===== config.mk =====
export PLATFORM = sky130hd
export DESIGN_NAME = femto_io_responder_flat
export DESIGN_NICKNAME = d
export VERILOG_FILES = /design/src/rtl/femto_io_responder_if.sv /design/src/rtl/femto_io_responder.sv /design/src/flat_wrapper.sv
export SDC_FILE = /design/constraint.sdc
export NUM_CORES = 1
export LEC_CHECK = 0
export ABC_AREA = 1
export CORE_MARGIN = 4
export CORE_UTILIZATION = 52
export CTS_CLUSTER_DIAMETER = 120
export DETAILED_ROUTE_END_ITERATION = 6
export PLACE_DENSITY = 0.85
export SLEW_MARGIN = 10
export SYNTH_ARGS = -nofsm -noshare
export SYNTH_HDL_FRONTEND = slang
export SYNTH_SLANG_ARGS = --single-unit
export TNS_END_PERCENT = 5

===== constraint.sdc =====
create_clock -name clk -period 3.6 [get_ports clk]
set_clock_uncertainty 0.2 [all_clocks]
set_input_delay 0.54 -clock clk [delete_from_list [all_inputs] [get_ports clk]]
set_output_delay 0.54 -clock clk [all_outputs]
set_load 0.05 [all_outputs]

===== src/rtl/femto_io_responder_if.sv =====
// Bus bundle between the CPU-side IO memory port, the PORT_A pins and the TX byte stream.
interface femto_io_responder_if;
  logic [31:0] mem_address;
  logic [3:0]  mem_wmask;
  logic [31:0] mem_wdata;
  logic        mem_rstrb;
  logic [31:0] mem_rdata;
  logic        mem_rbusy;
  logic        mem_wbusy;
  logic [7:0]  port_a;
  logic [7:0]  tx_data;
  logic        tx_valid;
  logic        tx_ready;

  modport master (
    output mem_address, mem_wmask, mem_wdata, mem_rstrb, tx_ready,
    input  mem_rdata, mem_rbusy, mem_wbusy, port_a, tx_data, tx_valid
  );

  modport slave (
    input  mem_address, mem_wmask, mem_wdata, mem_rstrb, tx_ready,
    output mem_rdata, mem_rbusy, mem_wbusy, port_a, tx_data, tx_valid
  );
endinterface


===== src/rtl/femto_io_responder.sv =====
// IO-space responder: PORT_A, TIMER, TX FIFO data/status; loads return one cycle after rstrb.
// TX pushes into a full FIFO park in a pending byte and raise mem_wbusy until space frees.
module femto_io_responder #(
  parameter int IO_BIT     = 22,
  parameter int FIFO_DEPTH = 4
) (
  input  logic                 clk,
  input  logic                 reset,
  femto_io_responder_if.slave  io_bus
);
  localparam int AW = $clog2(FIFO_DEPTH);
  localparam int CW = AW + 1;

  typedef enum logic {S_IDLE, S_STALL} state_t;

  state_t        r_state, w_state_nxt;
  logic [31:0]   r_timer;
  logic [31:0]   r_rdata;
  logic [7:0]    r_port_a;
  logic [7:0]    r_pend;
  logic [7:0]    r_mem [FIFO_DEPTH];
  logic [AW-1:0] r_wptr, r_rptr;
  logic [CW-1:0] r_count;

  logic          w_sel, w_wr, w_rd, w_txw;
  logic          w_full, w_empty, w_pop, w_push;
  logic [1:0]    w_off;
  logic [7:0]    w_push_dat;
  logic [3:0]    w_cnt4;
  logic [31:0]   w_rd_dat;
  logic          w_unused;

  assign w_sel   = io_bus.mem_address[IO_BIT];
  assign w_off   = io_bus.mem_address[3:2];
  // The CPU is frozen while wbusy is high, so any store seen then is not a new request.
  assign w_wr    = w_sel & (|io_bus.mem_wmask) & (r_state == S_IDLE);
  assign w_rd    = w_sel & io_bus.mem_rstrb & ~(|io_bus.mem_wmask);
  assign w_txw   = w_wr & (w_off == 2'd2) & io_bus.mem_wmask[0];
  assign w_full  = (r_count == CW'(FIFO_DEPTH));
  assign w_empty = (r_count == '0);
  assign w_pop   = ~w_empty & io_bus.tx_ready;
  assign w_cnt4  = 4'(r_count);
  assign w_unused = &{1'b0, io_bus.mem_address, io_bus.mem_wdata};

  always_comb begin
    w_state_nxt = r_state;
    w_push      = 1'b0;
    w_push_dat  = io_bus.mem_wdata[7:0];
    case (r_state)
      S_IDLE: begin
        if (w_txw) begin
          if (!w_full || w_pop) w_push = 1'b1;
          else                  w_state_nxt = S_STALL;
        end
      end
      S_STALL: begin
        w_push_dat = r_pend;
        if (!w_full || w_pop) begin
          w_push      = 1'b1;
          w_state_nxt = S_IDLE;
        end
      end
    endcase
  end

  always_ff @(posedge clk or posedge reset) begin
    if (reset) begin
      r_state <= S_IDLE;
      r_pend  <= 8'h00;
    end else begin
      r_state <= w_state_nxt;
      if (r_state == S_IDLE && w_state_nxt == S_STALL) r_pend <= io_bus.mem_wdata[7:0];
    end
  end

  always_comb begin
    w_rd_dat = 32'h0;
    case (w_off)
      2'd0: w_rd_dat = {24'h0, r_port_a};
      2'd1: w_rd_dat = r_timer;
      2'd2: w_rd_dat = 32'h0;
      2'd3: w_rd_dat = {24'h0, w_cnt4, 2'b00, w_full, w_empty};
    endcase
  end

  always_ff @(posedge clk or posedge reset) begin
    if (reset) begin
      r_timer  <= 32'h0;
      r_rdata  <= 32'h0;
      r_port_a <= 8'h00;
    end else begin
      r_timer <= (w_wr && w_off == 2'd1) ? 32'h0 : r_timer + 32'd1;
      if (w_rd) r_rdata <= w_rd_dat;
      if (w_wr && w_off == 2'd0 && io_bus.mem_wmask[0]) r_port_a <= io_bus.mem_wdata[7:0];
    end
  end

  always_ff @(posedge clk) begin
    if (w_push) r_mem[r_wptr] <= w_push_dat;
  end

  always_ff @(posedge clk or posedge reset) begin
    if (reset) begin
      r_wptr  <= '0;
      r_rptr  <= '0;
      r_count <= '0;
    end else begin
      if (w_push) r_wptr <= r_wptr + AW'(1);
      if (w_pop)  r_rptr <= r_rptr + AW'(1);
      case ({w_push, w_pop})
        2'b10:   r_count <= r_count + CW'(1);
        2'b01:   r_count <= r_count - CW'(1);
        default: r_count <= r_count;
      endcase
    end
  end

  assign io_bus.mem_rdata = r_rdata;
  assign io_bus.mem_rbusy = 1'b0;
  assign io_bus.mem_wbusy = (r_state == S_STALL);
  assign io_bus.port_a    = r_port_a;
  assign io_bus.tx_valid  = ~w_empty;
  assign io_bus.tx_data   = w_empty ? 8'h00 : r_mem[r_rptr];
endmodule

===== src/flat_wrapper.sv =====
// flat-port wrapper written by rule: the top's interface ports become plain ports
module femto_io_responder_flat 
#(
  parameter int IO_BIT     = 22,
  parameter int FIFO_DEPTH = 4
)
  (clk, reset, io_bus_mem_address, io_bus_mem_wmask, io_bus_mem_wdata, io_bus_mem_rstrb, io_bus_tx_ready, io_bus_mem_rdata, io_bus_mem_rbusy, io_bus_mem_wbusy, io_bus_port_a, io_bus_tx_data, io_bus_tx_valid);
  femto_io_responder_if io_bus_i ();
  input  logic clk;
  input  logic reset;
  input wire logic [$bits(io_bus_i.mem_address)-1:0] io_bus_mem_address;
  input wire logic [$bits(io_bus_i.mem_wmask)-1:0] io_bus_mem_wmask;
  input wire logic [$bits(io_bus_i.mem_wdata)-1:0] io_bus_mem_wdata;
  input wire logic [$bits(io_bus_i.mem_rstrb)-1:0] io_bus_mem_rstrb;
  input wire logic [$bits(io_bus_i.tx_ready)-1:0] io_bus_tx_ready;
  output wire logic [$bits(io_bus_i.mem_rdata)-1:0] io_bus_mem_rdata;
  output wire logic [$bits(io_bus_i.mem_rbusy)-1:0] io_bus_mem_rbusy;
  output wire logic [$bits(io_bus_i.mem_wbusy)-1:0] io_bus_mem_wbusy;
  output wire logic [$bits(io_bus_i.port_a)-1:0] io_bus_port_a;
  output wire logic [$bits(io_bus_i.tx_data)-1:0] io_bus_tx_data;
  output wire logic [$bits(io_bus_i.tx_valid)-1:0] io_bus_tx_valid;
  assign io_bus_i.mem_address = io_bus_mem_address;
  assign io_bus_i.mem_wmask = io_bus_mem_wmask;
  assign io_bus_i.mem_wdata = io_bus_mem_wdata;
  assign io_bus_i.mem_rstrb = io_bus_mem_rstrb;
  assign io_bus_i.tx_ready = io_bus_tx_ready;
  assign io_bus_mem_rdata = io_bus_i.mem_rdata;
  assign io_bus_mem_rbusy = io_bus_i.mem_rbusy;
  assign io_bus_mem_wbusy = io_bus_i.mem_wbusy;
  assign io_bus_port_a = io_bus_i.port_a;
  assign io_bus_tx_data = io_bus_i.tx_data;
  assign io_bus_tx_valid = io_bus_i.tx_valid;
  femto_io_responder #(.IO_BIT(IO_BIT), .FIFO_DEPTH(FIFO_DEPTH)) u_core (.clk(clk), .reset(reset), .io_bus(io_bus_i));
endmodule

==> results.md <==
STA:
- The final count of hold timing violations is 0.
- The final total negative setup slack is 0 ns.
- The maximum clock rate is 0.293 GHz.
- The worst slew margin relative to its limit is 56.5%.
- The number of pins exceeding their max-slew limit in the final report came to 0.
- The transition time at the pin with the least slew margin is 0.651 ns.
- Setup repair after global routing left no endpoint under its margin.
- The period utilization is 94.6%.
- The setup violation total in the final timing report is 0.
- The final critical-path required period is 3.41 ns.

Setup path:
- The worst path required time is 2.86 ns.
- The critical path class is reg2out.
- The worst endpoint data arrival time is 2.67 ns.
- The type of origin of the critical path is a register.
- The capturing element type of the critical path is an output port.
- For this run, the slowest stage of the critical path takes 0.83 ns.
- The buffers plus inverters on the worst setup path is 2.
- The maximum fanout along the worst path is 9.
- Broken down by cell family, the worst path's largest delay share belongs to buffers and inverters.
- The slowest stage cell on the critical path is clkdlybuf4s50_1.
- The critical path goes through clkinv_1 -> nor2_1 -> o21ai_0 -> a21oi_1 -> clkdlybuf4s50_1.

Pwr:
- In this run, flip-flops and latches consume 37.0% of the power.
- The analysis attributes to cell leakage a power of 3.24 nW.
- Per report_power, the combinational group accounts for 29.1% of the total.
- In this run, the clock network consumes 33.9% of the power.
- The internal portion of the total power is 2.95 mW.
- IR analysis of the VDD net gives a maximum drop of 0.574 mV.
- The analysis attributes to net switching a power of 1.73 mW.
- Dividing total power by cell area gives a power density of 643 nW/um^2.
- Net switching is 36.9% of the power.

Synth:
- Of the post-synthesis cell area, the dominant cell type holds 37.3%.
- The post-synthesis net count is 777.
- After synthesis, the share of flip-flops with an asynchronous set or reset is 73.3%.
- The leading register cell type out of synthesis is dfrtp_1.
- Ranked by instance count, the synthesized netlist is headed by nand2_1 (191), nor2_1 (101), dfrtp_1 (88).
- The most repeated cell in the gate-level netlist after synthesis is nand2_1.
- Averaged over all synthesized cells, the footprint is 8.45 sq um.
- The number of library cell types mapped by synthesis is 36.
- The leading area contributor after synthesis is dfrtp_1.
- The synthesis warning total is 0.
- The cell count after synthesis is 698.
- The synthesized flop and latch total is 120.
- The proportion of synthesized chip area in sequential cells is 53.6%.
- Summing every instance area after synthesis gives 5900 sq um.
- Counting flops with a built-in enable in the synthesized netlist gives 32.
- By area the synthesized netlist is led by dfrtp_1 (37%), edfxtp_1 (16%), nand2_1 (12%).

Routing:
- The routed length per placed instance is 15.8 um.
- In this run the remaining antenna-violating nets after routing total 0.
- In the routed design, unresolved DRC markers number 0.
- The initial detailed-routing violation count is 348.
- The number of search-and-repair iterations in the first detailed-routing pass is 7.
- Using the TritonRoute via totals, the vias-per-cell ratio works out to 5.47.
- The via total after detailed routing is 5,068.
- Wires add up to 14.7 mm.

Floorplan:
- For this configuration, the core starts out at a cell density of 53.7%.
- The boundary pin count is 123.
- The height of the chip is 114 um.
- The placeable core region is 11,000 sq um.
- The number of standard-cell rows in the floorplan is 38.
- The die span in x is 114 um.
- The area enclosed by the die boundary is 13,100 sq um.

Outcome:
- The flow ran to the end, and the final reports show no timing, DRC or antenna violations.

Clocking:
- After clock tree synthesis, the repair step resized 0 gates.
- Clock-pin slew was measured on the worst setup and hold paths at 0.06 ns.
- Post-CTS timing repair inserted 0 buffers for setup.
- The cell at the root of the clock tree is clkbuf_16.
- The H-tree depth is 4.
- Clock tree synthesis inserted a total of 17 buffers.
- The clock passes through at most 2 buffers.
- The number of buffers inserted for hold repair after clock tree synthesis is 0.
- The clock insertion delay at the later pin of the skew report is 0.42 ns.
- The TritonCTS clock tree is built.
- The TritonCTS sink count is 120.

Placed design:
- The cell area after placement is 6720 sq um.
- The count of buffers from port buffering is 68.
- The HPWL after detailed placement is 9.86 mm.
- The routability congestion estimate is 0.920.

Finish:
- Summing all multi-input logic gate instances after layout gives 2370 sq um.
- After the last flow step, the layout net total stands at 852.
- The relative area change from synthesis to final layout is 23.3%.
- The antenna diode count is 0.
- The sequential standard cell area is 3160 sq um.
- The layout cell share with drive strength beyond 1 is 9.92%.
- The final design instance area without fill is 7270 sq um.
- Fill cells in the final layout number 786.

Global route:
- The wire length of the first global-routing pass is 24.3 mm.
- The aggregate global routing overflow is 0.
- The global router's overall resource usage is 23.5%.
- The number of antenna violations at the first check in global routing is 0.
- The via count of the first global-routing pass is 5,193.
- The pin count of the biggest net entering global routing is 53.

Worst hold path:
- The path category of the worst min-delay check is reg2reg.

Job:
- Max-cap violations in this run came to 0.
[stage by stage]
stage / total power, mW / hold WS [ns] / instances / setup slack (ns) / util [%]
CTS: 4.68 / 0.273 / 926 / 0.203 / 66.2
global placement: 3.03 / 0.254 / 894 / 0.717 / 61.2
detailed placement: 3.09 / 0.258 / 894 / 0.640 / 61.2
global route: 4.88 / 0.289 / 926 / 0.0377 / 66.2
finish: 4.68 / 0.271 / 926 / 0.193 / 66.2
floorplan: 2.66 / 0.242 / 698 / 0.581 / -
[per-layer routing]
metal / GRT usage (%) / share of wire (%) / vias to the layer above
met1: 28.7 / 41 / 2406
met5: 0 / 0 / -
met4: 10.5 / 2.4 / 0
met3: 6.61 / 7.2 / 45
met2: 38.8 / 50 / 215
li1: - / - / 2402
[registers in the layout (all words and copies together), names as in the netlist]
name	flops
u_core.io_bus.port_a	8
u_core.r_count	3
u_core.r_timer	32
u_core.r_wptr	2
u_core.r_mem	32
u_core.r_rptr	2
u_core.r_pend	8
u_core.io_bus.mem_wbusy	1
u_core.io_bus.mem_rdata	32
[cells in the final DEF, fill, tap and decap left out, types with 4 or more instances in the layout]
cell	Yosys	routed
o21ai_0	63	63
inv_2	6	6
inv_1	57	56
nor2_2	5	5
a21oi_1	20	20
clkinv_1	2	4
clkbuf_16	0	17
buf_4	6	9
edfxtp_1	32	32
ha_1	6	6
nand2_2	7	7
nand3_1	46	46
nand4_1	9	9
xnor2_1	6	6
clkdlybuf4s50_1	0	68
dfrtp_1	88	88
nor2_1	101	101
clkinv_4	0	5
nor2_4	12	12
nand2_1	191	191
[worst paths after layout]
kind,startpoint,to,slack (ns),cells past startpoint
worst min-delay path,u_core.r_pend[2],u_core.r_pend[2],0.27,2
worst max register to register,u_core.r_count[0],u_core.r_count[2],0.97,11
min in group asynchronous,reset,u_core.io_bus.port_a[2],0.31,2
worst max-delay path,u_core.r_rptr[1],io_bus_tx_data[0],0.19,5
max in group asynchronous,reset,u_core.r_timer[16],2.18,3
worst min register to register,u_core.r_pend[2],u_core.r_pend[2],0.27,2
[layout make-up]
cell class              count  area share, %
clock inverters            13           1.69
inverters                  65           3.37
repair buffers             78           10.6
multi-input cells         491           32.5
well taps                 140           2.41
clock buffers              19           5.95
flip-flops and latches    120           43.5
[kinds of logic after synthesis]
logic type | count (synthesis) | share of synthesized area [%]
compound gates | 92 | 8.17
simple gates | 379 | 28.4
flops | 120 | 53.6
other cells | 1 | 0.0636
mux | 3 | 0.573
fa+ha+maj | 7 | 1.61
buf+inv | 87 | 6.24
xor+xnor | 9 | 1.34
[power by group through the flow]
stage	logic, mW	registers (mW)	clock network (mW)
6_report	1.36	1.73	1.59
5_1_grt	1.48	1.75	1.66
4_1_cts	1.36	1.73	1.60
3_5_place_dp	1.35	1.74	0
3_3_place_gp	1.30	1.73	0
2_1_floorplan	0.830	1.83	0
[worst reg2reg max path, cell delays in order (launching register included)]
cell     delay [ns]
dfrtp_1        0.44
nor2_1         0.14
nand2_1        0.12
nor2_4         0.26
inv_1          0.15
nand2_2        0.16
ha_1           0.17
inv_1          0.07
fa_1           0.38
a21oi_1        0.15
o21ai_0        0.12
xnor2_1        0.15
Note: power is estimated with default switching activity, not from simulation.
